[src/rtl/dma_read_engine.sv]
`default_nettype none
// ============================================================================
//  Module      : dma_read_engine
//  Description : Source-side DMA read stage. Splits one descriptor into AXI
//                INCR read bursts and tags returned beats for the data FIFO.
//  Revision    : 1.0 - initial release
// ============================================================================
module dma_read_engine #(
    parameter int DATA_W     = 512,
    parameter int ADDR_W     = 64,
    parameter int LENGTH_W   = 20,
    parameter int AXI_LEN_W  = 4,
    parameter int FIFO_DEPTH = 64
) (
    input  logic                          clk,
    input  logic                          reset,
    input  logic                          desc_valid,
    output logic                          desc_ready,
    input  logic [ADDR_W-1:0]             desc_src_addr,
    input  logic [LENGTH_W-1:0]           desc_length,
    output logic                          arvalid,
    input  logic                          arready,
    output logic [ADDR_W-1:0]             araddr,
    output logic [7:0]                    arlen,
    output logic [2:0]                    arsize,
    output logic [1:0]                    arburst,
    input  logic                          rvalid,
    output logic                          rready,
    input  logic [DATA_W-3:0]             rdata,
    input  logic [1:0]                    rresp,
    input  logic                          rlast,
    output logic                          fifo_wr_en,
    output logic [DATA_W-1:0]             fifo_wr_data,
    input  logic [$clog2(FIFO_DEPTH):0]   fifo_count,
    output logic                          rd_fsm_done,
    output logic                          busy,
    output logic                          rd_err,
    output logic [LENGTH_W-1:0]           beat_cnt
);

    localparam int c_PAY_W     = DATA_W - 2;
    localparam int c_SIZE      = $clog2(c_PAY_W / 8);
    localparam int c_MAX_BEATS = 2 ** AXI_LEN_W;
    localparam int c_CNT_W     = $clog2(FIFO_DEPTH) + 1;
    localparam int c_SUM_W     = ((c_CNT_W > LENGTH_W) ? c_CNT_W : LENGTH_W) + 2;
    localparam logic [ADDR_W-1:0] c_ADDR_MASK =
        ~((ADDR_W'(1) << c_SIZE) - ADDR_W'(1));

    localparam logic [2:0] c_ST_IDLE        = 3'd0;
    localparam logic [2:0] c_ST_ISSUE       = 3'd1;
    localparam logic [2:0] c_ST_WAIT_CREDIT = 3'd2;
    localparam logic [2:0] c_ST_DRAIN       = 3'd3;
    localparam logic [2:0] c_ST_DONE        = 3'd4;

    logic [2:0]          r_state;
    logic [2:0]          w_state_next;
    logic [ADDR_W-1:0]   r_next_addr;
    logic [ADDR_W-1:0]   r_araddr;
    logic [LENGTH_W-1:0] r_length;
    logic [LENGTH_W-1:0] r_remaining;
    logic [LENGTH_W-1:0] r_beat_cnt;
    logic [c_CNT_W-1:0]  r_reserved;
    logic                r_arvalid;
    logic [7:0]          r_arlen;
    logic                r_fifo_wr_en;
    logic [DATA_W-1:0]   r_fifo_wr_data;
    logic                r_rd_err;

    logic                w_accept;
    logic [LENGTH_W-1:0] w_burst;
    logic                w_credit_ok;
    logic                w_ar_hs;
    logic                w_issue;
    logic [LENGTH_W-1:0] w_beat_k;
    logic                w_last;
    logic                w_pkt_done;

    assign w_accept = desc_valid && (r_state == c_ST_IDLE);
    assign w_burst  = (r_remaining < LENGTH_W'(c_MAX_BEATS)) ? r_remaining
                                                             : LENGTH_W'(c_MAX_BEATS);
    // Outstanding reservations plus current occupancy must leave room for the burst
    assign w_credit_ok = (c_SUM_W'(r_reserved) + c_SUM_W'(fifo_count) + c_SUM_W'(w_burst))
                         <= c_SUM_W'(FIFO_DEPTH);
    assign w_ar_hs  = r_arvalid && arready;
    assign w_issue  = ((r_state == c_ST_ISSUE) || (r_state == c_ST_WAIT_CREDIT)) &&
                      !r_arvalid && w_credit_ok && (r_remaining != '0);

    assign w_beat_k   = r_beat_cnt + LENGTH_W'(1);
    assign w_pkt_done = (w_beat_k == r_length);
    assign w_last     = (w_beat_k[AXI_LEN_W-1:0] == '0) || w_pkt_done;

    // State register
    always_ff @(posedge clk or posedge reset) begin
        if (reset) begin
            r_state <= c_ST_IDLE;
        end else begin
            r_state <= w_state_next;
        end
    end

    // Next-state logic
    always_comb begin
        w_state_next = r_state;
        case (r_state)
            c_ST_IDLE: begin
                if (desc_valid) begin
                    w_state_next = (desc_length == '0) ? c_ST_DONE : c_ST_ISSUE;
                end
            end
            c_ST_ISSUE: begin
                if (r_arvalid) begin
                    if (arready && (r_remaining == w_burst)) begin
                        w_state_next = c_ST_DRAIN;
                    end
                end else if (!w_credit_ok) begin
                    w_state_next = c_ST_WAIT_CREDIT;
                end
            end
            c_ST_WAIT_CREDIT: begin
                if (w_credit_ok) begin
                    w_state_next = c_ST_ISSUE;
                end
            end
            c_ST_DRAIN: begin
                if (r_beat_cnt == r_length) begin
                    w_state_next = c_ST_DONE;
                end
            end
            c_ST_DONE: begin
                w_state_next = c_ST_IDLE;
            end
            default: begin
                w_state_next = c_ST_IDLE;
            end
        endcase
    end

    // State-decoded outputs
    always_comb begin
        desc_ready  = 1'b0;
        busy        = 1'b1;
        rd_fsm_done = 1'b0;
        case (r_state)
            c_ST_IDLE: begin
                desc_ready = 1'b1;
                busy       = 1'b0;
            end
            c_ST_DONE: begin
                rd_fsm_done = 1'b1;
            end
            default: begin
                busy = 1'b1;
            end
        endcase
    end

    // AR channel: address generation and burst bookkeeping
    always_ff @(posedge clk or posedge reset) begin
        if (reset) begin
            r_next_addr <= '0;
            r_length    <= '0;
            r_remaining <= '0;
            r_arvalid   <= 1'b0;
            r_araddr    <= '0;
            r_arlen     <= '0;
        end else if (w_accept) begin
            r_next_addr <= desc_src_addr & c_ADDR_MASK;
            r_length    <= desc_length;
            r_remaining <= desc_length;
        end else if (w_ar_hs) begin
            r_arvalid   <= 1'b0;
            r_next_addr <= r_next_addr + (ADDR_W'(w_burst) << c_SIZE);
            r_remaining <= r_remaining - w_burst;
        end else if (w_issue) begin
            r_arvalid <= 1'b1;
            r_araddr  <= r_next_addr;
            r_arlen   <= 8'(w_burst - LENGTH_W'(1));
        end
    end

    // FIFO credit: a beat leaves the reservation as it enters fifo_count
    always_ff @(posedge clk or posedge reset) begin
        if (reset) begin
            r_reserved <= '0;
        end else begin
            r_reserved <= r_reserved
                        + (w_ar_hs ? c_CNT_W'(w_burst) : c_CNT_W'(0))
                        - (r_fifo_wr_en ? c_CNT_W'(1) : c_CNT_W'(0));
        end
    end

    // R channel: every beat is written and tagged from the running beat count
    always_ff @(posedge clk or posedge reset) begin
        if (reset) begin
            r_fifo_wr_en   <= 1'b0;
            r_fifo_wr_data <= '0;
            r_beat_cnt     <= '0;
            r_rd_err       <= 1'b0;
        end else begin
            r_fifo_wr_en <= rvalid;
            if (rvalid) begin
                r_fifo_wr_data <= {w_pkt_done, w_last, rdata};
                r_beat_cnt     <= w_beat_k;
                if (rresp[1]) begin
                    r_rd_err <= 1'b1;
                end
            end
            if (w_accept) begin
                r_beat_cnt <= '0;
                r_rd_err   <= 1'b0;
            end
        end
    end

    assign arvalid      = r_arvalid;
    assign araddr       = r_araddr;
    assign arlen        = r_arlen;
    assign arsize       = 3'(c_SIZE);
    assign arburst      = 2'b01;
    assign rready       = 1'b1;
    assign fifo_wr_en   = r_fifo_wr_en;
    assign fifo_wr_data = r_fifo_wr_data;
    assign rd_err       = r_rd_err;
    assign beat_cnt     = r_beat_cnt;

    logic w_unused;
    assign w_unused = rlast;

endmodule
`default_nettype wire

[config.mk]
export PLATFORM = sky130hd
export DESIGN_NAME = dma_read_engine
export DESIGN_NICKNAME = d
export VERILOG_FILES = /design/src/rtl/dma_read_engine.sv
export SDC_FILE = /design/constraint.sdc
export NUM_CORES = 1
export LEC_CHECK = 0
export CORE_AREA = 5 5 471 473
export DETAILED_ROUTE_END_ITERATION = 8
export DIE_AREA = 0 0 476 478
export DONT_BUFFER_PORTS = 1
export PLACE_DENSITY = 0.32
export SETUP_SLACK_MARGIN = 0.3
export SYNTH_ARGS = -nofsm -noshare
export SYNTH_HDL_FRONTEND = slang
export SYNTH_SLANG_ARGS = --single-unit
[constraint.sdc]
create_clock -name clk -period 37.8 [get_ports clk]
set_input_delay 9.45 -clock clk [delete_from_list [all_inputs] [get_ports clk]]
set_output_delay 9.45 -clock clk [all_outputs]
set_load 0.02 [all_outputs]
Word-level counts from Yosys, hierarchy flattened. Cells that the tools add are included.

$add $sub $neg: 8. Order comparisons: 2. Equal/unequal tests: 12. Mux-type cells: 25. Bitwise logic cells: 2. Reductions and logical operators: 21.

Operator list (count): $mux W64 (2); $mux W20 (5); $add A64 B26 Y64 (1); $eq A20 B20 Y1 (3); $add A8 B20 Y21 (1); $le A21 B7 Y1 const B (1); $mux W3 (7); $add A20 B1 Y20 const B (1); $logic_not A20 Y1 (1); $lt A20 B5 Y1 const B (1); $reduce_bool A20 Y1 (1); $sub A20 B20 Y20 (1); $pmux W3 S4 (1); $mux W1 (9); $add A7 B7 Y8 (1); $reduce_bool A2 Y1 (4); $sub A8 B1 Y8 const B (1); $add A7 B7 Y7 (1); $mux W7 (1); $sub A7 B1 Y7 (1); $eq A3 B2 Y1 const B (2); $logic_and A1 B1 Y1 (6); $ne A2 B2 Y1 const B (3); $reduce_and A5 Y1 (1); 11 further kinds (14).

Register bits after elaboration: 721. Input bits: 609. Output and inout bits: 616. Word-level logic and storage cells: 82.

Longest topological paths before layout.
Depth after elaboration: 8. Depth in mapped cells: 23. Depth with buffers taken out: 19.

Worst setup path before layout. No wires, ideal clock.

Kind: input to register. From: input port fifo_count[1]. To: register r_araddr[63] (netlist: araddr[63]). Setup time: 128 ps. Arrival: 12355 ps. Required time: 37672 ps. Setup slack: 25318 ps. Stages on the path: 14. Buffers on the path: 3. Cell sequence: fa_1 ha_1 inv_1 fa_1 nor2b_1 o21ai_0 or3_1 o21ai_0 and2_1 clkbuf_1 nand2_4 buf_12 buf_8 mux2_1.

Cells in the longest elaborated chain, start to end: 6.

Ends and longest elaborated chain: from (decl) (RTL line 34) `input logic [$clog2(FIFO_DEPTH):0] fifo_count,`; $add A7 B7 Y8 (RTL line 82) `assign w_credit_ok = (c_SUM_W'(r_reserved) + c_SUM_W'(fifo_count) + c_SUM_W'(w_burst))`; $add A8 B20 Y21 (RTL line 82); $le A21 B7 Y1 (RTL line 83) `<= c_SUM_W'(FIFO_DEPTH);`; $logic_and A1 B1 Y1 (2 in series) (RTL line 86) `!r_arvalid && w_credit_ok && (r_remaining != '0);`; $reduce_and A3 Y1 (no line); to (signal assigned) (RTL line 176) `r_araddr <= r_next_addr;`; to (decl) (RTL line 58) `logic [ADDR_W-1:0] r_araddr;`.

Every way passes these cells. A chain may end at the register's enable or synchronous reset.

==> run summary <==
==========================================================================================
Number of warnings printed during yosys synthesis                                        0
RePlAce Congestion                                                                  0.8628
Most used DFF post-synth                                                      sky130_fd_sc_hd__dfrtp_1
Finish-stage setup viols                                                                 0
Number of vias after detailed routing                                               19,700
Routed wl met3                                                                   27,970 µm
CTS H-tree depth                                                                         3
Average vias per placed instance                                                     3.698
Wl on met1                                                                       50,350 µm
Share of final-layout standard cells stronger than drive strength 1                 0.3085
Number of enable flip-flop cells after synthesis                                         0
Number of hold violations in the final report                                            0
Unrepaired setup endpoints after global routing                                      false
Switch share                                                                        0.3641
Worst hold slack across all endpoints                                            0.5106 ns
Post-synthesis async set-or-reset flop share                                         1.000
Instance count of the mapped netlist                                                 2,342
Power per unit of standard cell area                                          70.84 nW/µm²
Worst-path fanout max                                                                   93
GR Util All Layers                                                                  0.1341
Resized Gates After CTS                                                                  0
Netlist area before placement                                                   30,740 µm²
Final critical path time including I/O delays and setup                           13.06 ns
Int Power                                                                          1677 µW
# placed instances                                                                   5,118
Sequential fraction of the synthesis area                                           0.5771
Setup TNS after final layout                                                          0 ns
Max Transition Viols Final                                                               0
Combinational share of power                                                         0.203
Post-CTS setup buffers                                                                   0
Required time of the worst setup path                                             38.48 ns
Hold-fix buffers at CTS                                                                  0
Number of storage elements in the synthesis netlist                                    709
Headroom to the max-slew limit                                                      0.2557
Uppermost layer routed                                                                met5
Skew final                                                                      0.06398 ns
Detailed route wirelength on metal2                                              74,910 µm
Die width                                                                           476 µm
Fmax                                                                             76.55 MHz
Number of detailed-route iterations in the first pass                                    4
Power after layout                                                                 2638 µW
Global-route congestion overflow total                                                   0
Sink Count                                                                             709
Die Y                                                                               478 µm
Clock Power Share                                                                    0.343
Insertion delay to the later sink of the worst-skew pair                           0.73 ns
Quantity of I/O buffers inserted on ports                                                0
Vias in the first global route                                                      20,150
Largest buffer count on any clock path                                                   3
Worst-case register-to-register setup slack                                       31.70 ns
Final worst path period share                                                       0.3456
Die area                                                                       227,500 µm²
Syn_area_per_cell                                                                13.13 µm²
Synth-to-Final Area Change                                                          21.12%
Worst supply voltage drop on vdd                                                0.03325 mV
Setup Crit Path Kind                                                          input port to async pin
Antenna-violating nets left                                                              0
Post-layout instance count excluding filler cells                                    5,326
Post-DR wirelength/cell                                                           29.67 µm
Number of buffers added by the clock tree synthesis step                                93
Global-route wire length before repair                                          205,600 µm
Starting DRC count in detailed routing                                               1,004
Total Nets Final                                                                     3,023
Worst setup margin                                                                24.74 ns
Sw Pwr                                                                            960.5 µW
DR DRC count                                                                             0
Sequential cell fraction of total power                                              0.455
Total wirelength of the detailed-routed design                                  158,000 µm
Worst slew pin tran                                                               1.088 ns
Status                                                                           completed
Hold crit path type                                                           register to register
Maximum number of pins on one net before global-route repair                           533
CP Data Arrival Time                                                              13.74 ns
Worst-case setup slack after placement                                            23.62 ns
Kind of capture point of the worst setup path                                    async pin
Root buffer cell                                                              sky130_fd_sc_hd__clkbuf_16
Leakage power total                                                             0.01502 µW
Effective utilization at floorplan                                                  0.1420
Clock edge transition at the registers on the reported setup and hold paths        0.06 ns
TritonCTS clock tree                                                                   yes
Number of distinct standard cells referenced by the synthesized netlist                 72
Detailed placement HPWL                                                         128,000 µm
Antenna violations before repair                                                       182
Placement Rows                                                                         171
Max Cap Violations                                                                       0
Kind of start point of the critical path                                        input port
Floorplan core area                                                            216,500 µm²
Top-level port count                                                                 1,225
==========================================================================================
[sequential cells by signal (all words and copies together), names as in the netlist, 3 cells and up]
name and count:
arlen 8, beat_cnt 20, araddr 58, r_state 3, r_reserved 7, fifo_wr_data 512, r_length 20, r_next_addr 58
r_remaining 20
[power groups by stage]
| stage | Sequential [µW] | Combinational (µW) | Clock [µW] |
|---|---|---|---|
| global placement | 1220 | 523 | 0 |
| CTS | 1210 | 530 | 949 |
| finish | 1200 | 534 | 904 |
| global route | 1230 | 609 | 971 |
| floorplan | 1110 | 447 | 0 |
| detailed placement | 1220 | 526 | 0 |
[cells by family (layout without fill, tap and decap cells)]
group | after synthesis | count (layout) | share of synthesized area
buf+inv | 189 | 248 | 0.02792
mux | 592 | 592 | 0.2209
fa+ha+maj | 52 | 52 | 0.02360
xor+xnor | 95 | 95 | 0.02706
compound gates | 234 | 234 | 0.04835
simple gates | 469 | 469 | 0.07484
other cells | 2 | 73 | 0.0002443
flops | 709 | 709 | 0.5771
[metal layers]
| layer | vias up | global-route usage |
|---|---|---|
| met2 | 1116 | 0.2266 |
| met4 | 52 | 0.02327 |
| met1 | 9763 | 0.1309 |
| met5 | - | 0 |
| li1 | 8339 | - |
| met3 | 426 | 0.1042 |
[final timing paths]
path                           startpoint                 to  cells past startpoint
min reg2reg                  r_length[15]       r_length[15]                      2
min                          r_length[15]       r_length[15]                      2
max in group clk            fifo_count[1]         araddr[53]                     12
max reg2reg                r_remaining[6]         araddr[53]                     18
min in group asynchronous           reset  fifo_wr_data[445]                      1
max                                 reset      r_reserved[6]                      6
[cells in the final DEF (no fill, tap or decap), drive strengths merged, types with 11 or more instances in the layout]
cell    count
diode      41
nand4      19
a21o       12
ha         42
buf        23
a31oi      20
nor2       85
nand3      56
clkinv     29
a211oi     11
nor3       28
and3       19
xnor2      61
xor2       34
dfrtp     709
o21ai      74
conb       32
mux2i      21
and2       19
clkbuf    124
mux2      571
nand2     163
nor4       16
a21oi      57
or3        16
inv        60
[cell type report]
class	count	area [µm²]
flip-flops and latches	709	17740
inverters	61	237.7
clock inverters	40	481.7
clock buffers	124	2585
fillers	23780	179300
multi-input cells	1474	12270
diodes	41	102.6
well taps	2854	3571
repair buffers	23	245.2
[worst max-delay path, cell delays in order]
cell                    delay (ns)
sky130_fd_sc_hd__inv_8        0.41
sky130_fd_sc_hd__buf_4        0.78
sky130_fd_sc_hd__buf_4        0.69
sky130_fd_sc_hd__buf_4        0.61
sky130_fd_sc_hd__buf_4        0.72
sky130_fd_sc_hd__buf_4        0.81
[Yosys cell counts, types with 9 or more instances]
cell type	number	area (µm²)
sky130_fd_sc_hd__nand3_1	56	280.3
sky130_fd_sc_hd__clkbuf_1	104	390.4
sky130_fd_sc_hd__a31oi_1	20	125.1
sky130_fd_sc_hd__nor4_1	14	87.58
sky130_fd_sc_hd__and2_1	19	118.9
sky130_fd_sc_hd__dfrtp_1	709	17740
sky130_fd_sc_hd__fa_1	10	200.2
sky130_fd_sc_hd__nand2_1	161	604.3
sky130_fd_sc_hd__xnor2_1	61	534.3
sky130_fd_sc_hd__nor3_1	28	140.1
sky130_fd_sc_hd__xor2_1	34	297.8
sky130_fd_sc_hd__and3_1	19	118.9
sky130_fd_sc_hd__buf_4	14	105.1
sky130_fd_sc_hd__nand4_1	19	118.9
sky130_fd_sc_hd__nand2b_1	9	56.30
sky130_fd_sc_hd__mux2_2	525	5912
sky130_fd_sc_hd__nor2_1	84	315.3
sky130_fd_sc_hd__ha_1	42	525.5
sky130_fd_sc_hd__a211oi_1	10	75.07
sky130_fd_sc_hd__o211ai_1	10	75.07
sky130_fd_sc_hd__mux2_4	40	600.6
sky130_fd_sc_hd__or3_1	16	100.1
sky130_fd_sc_hd__a21oi_1	57	285.3
sky130_fd_sc_hd__a21o_1	12	90.09
sky130_fd_sc_hd__inv_1	59	221.5
sky130_fd_sc_hd__o21ai_0	72	360.4
sky130_fd_sc_hd__mux2i_1	21	210.2
[through the flow]
step	utilization	cell area, µm²
detailed placement	0.1570	33980
global placement	0.1570	33980
finish	0.1720	37240
CTS	0.1711	37050
global route	0.1715	37140
floorplan	-	30860
Note: power is estimated with default switching activity, not from simulation.
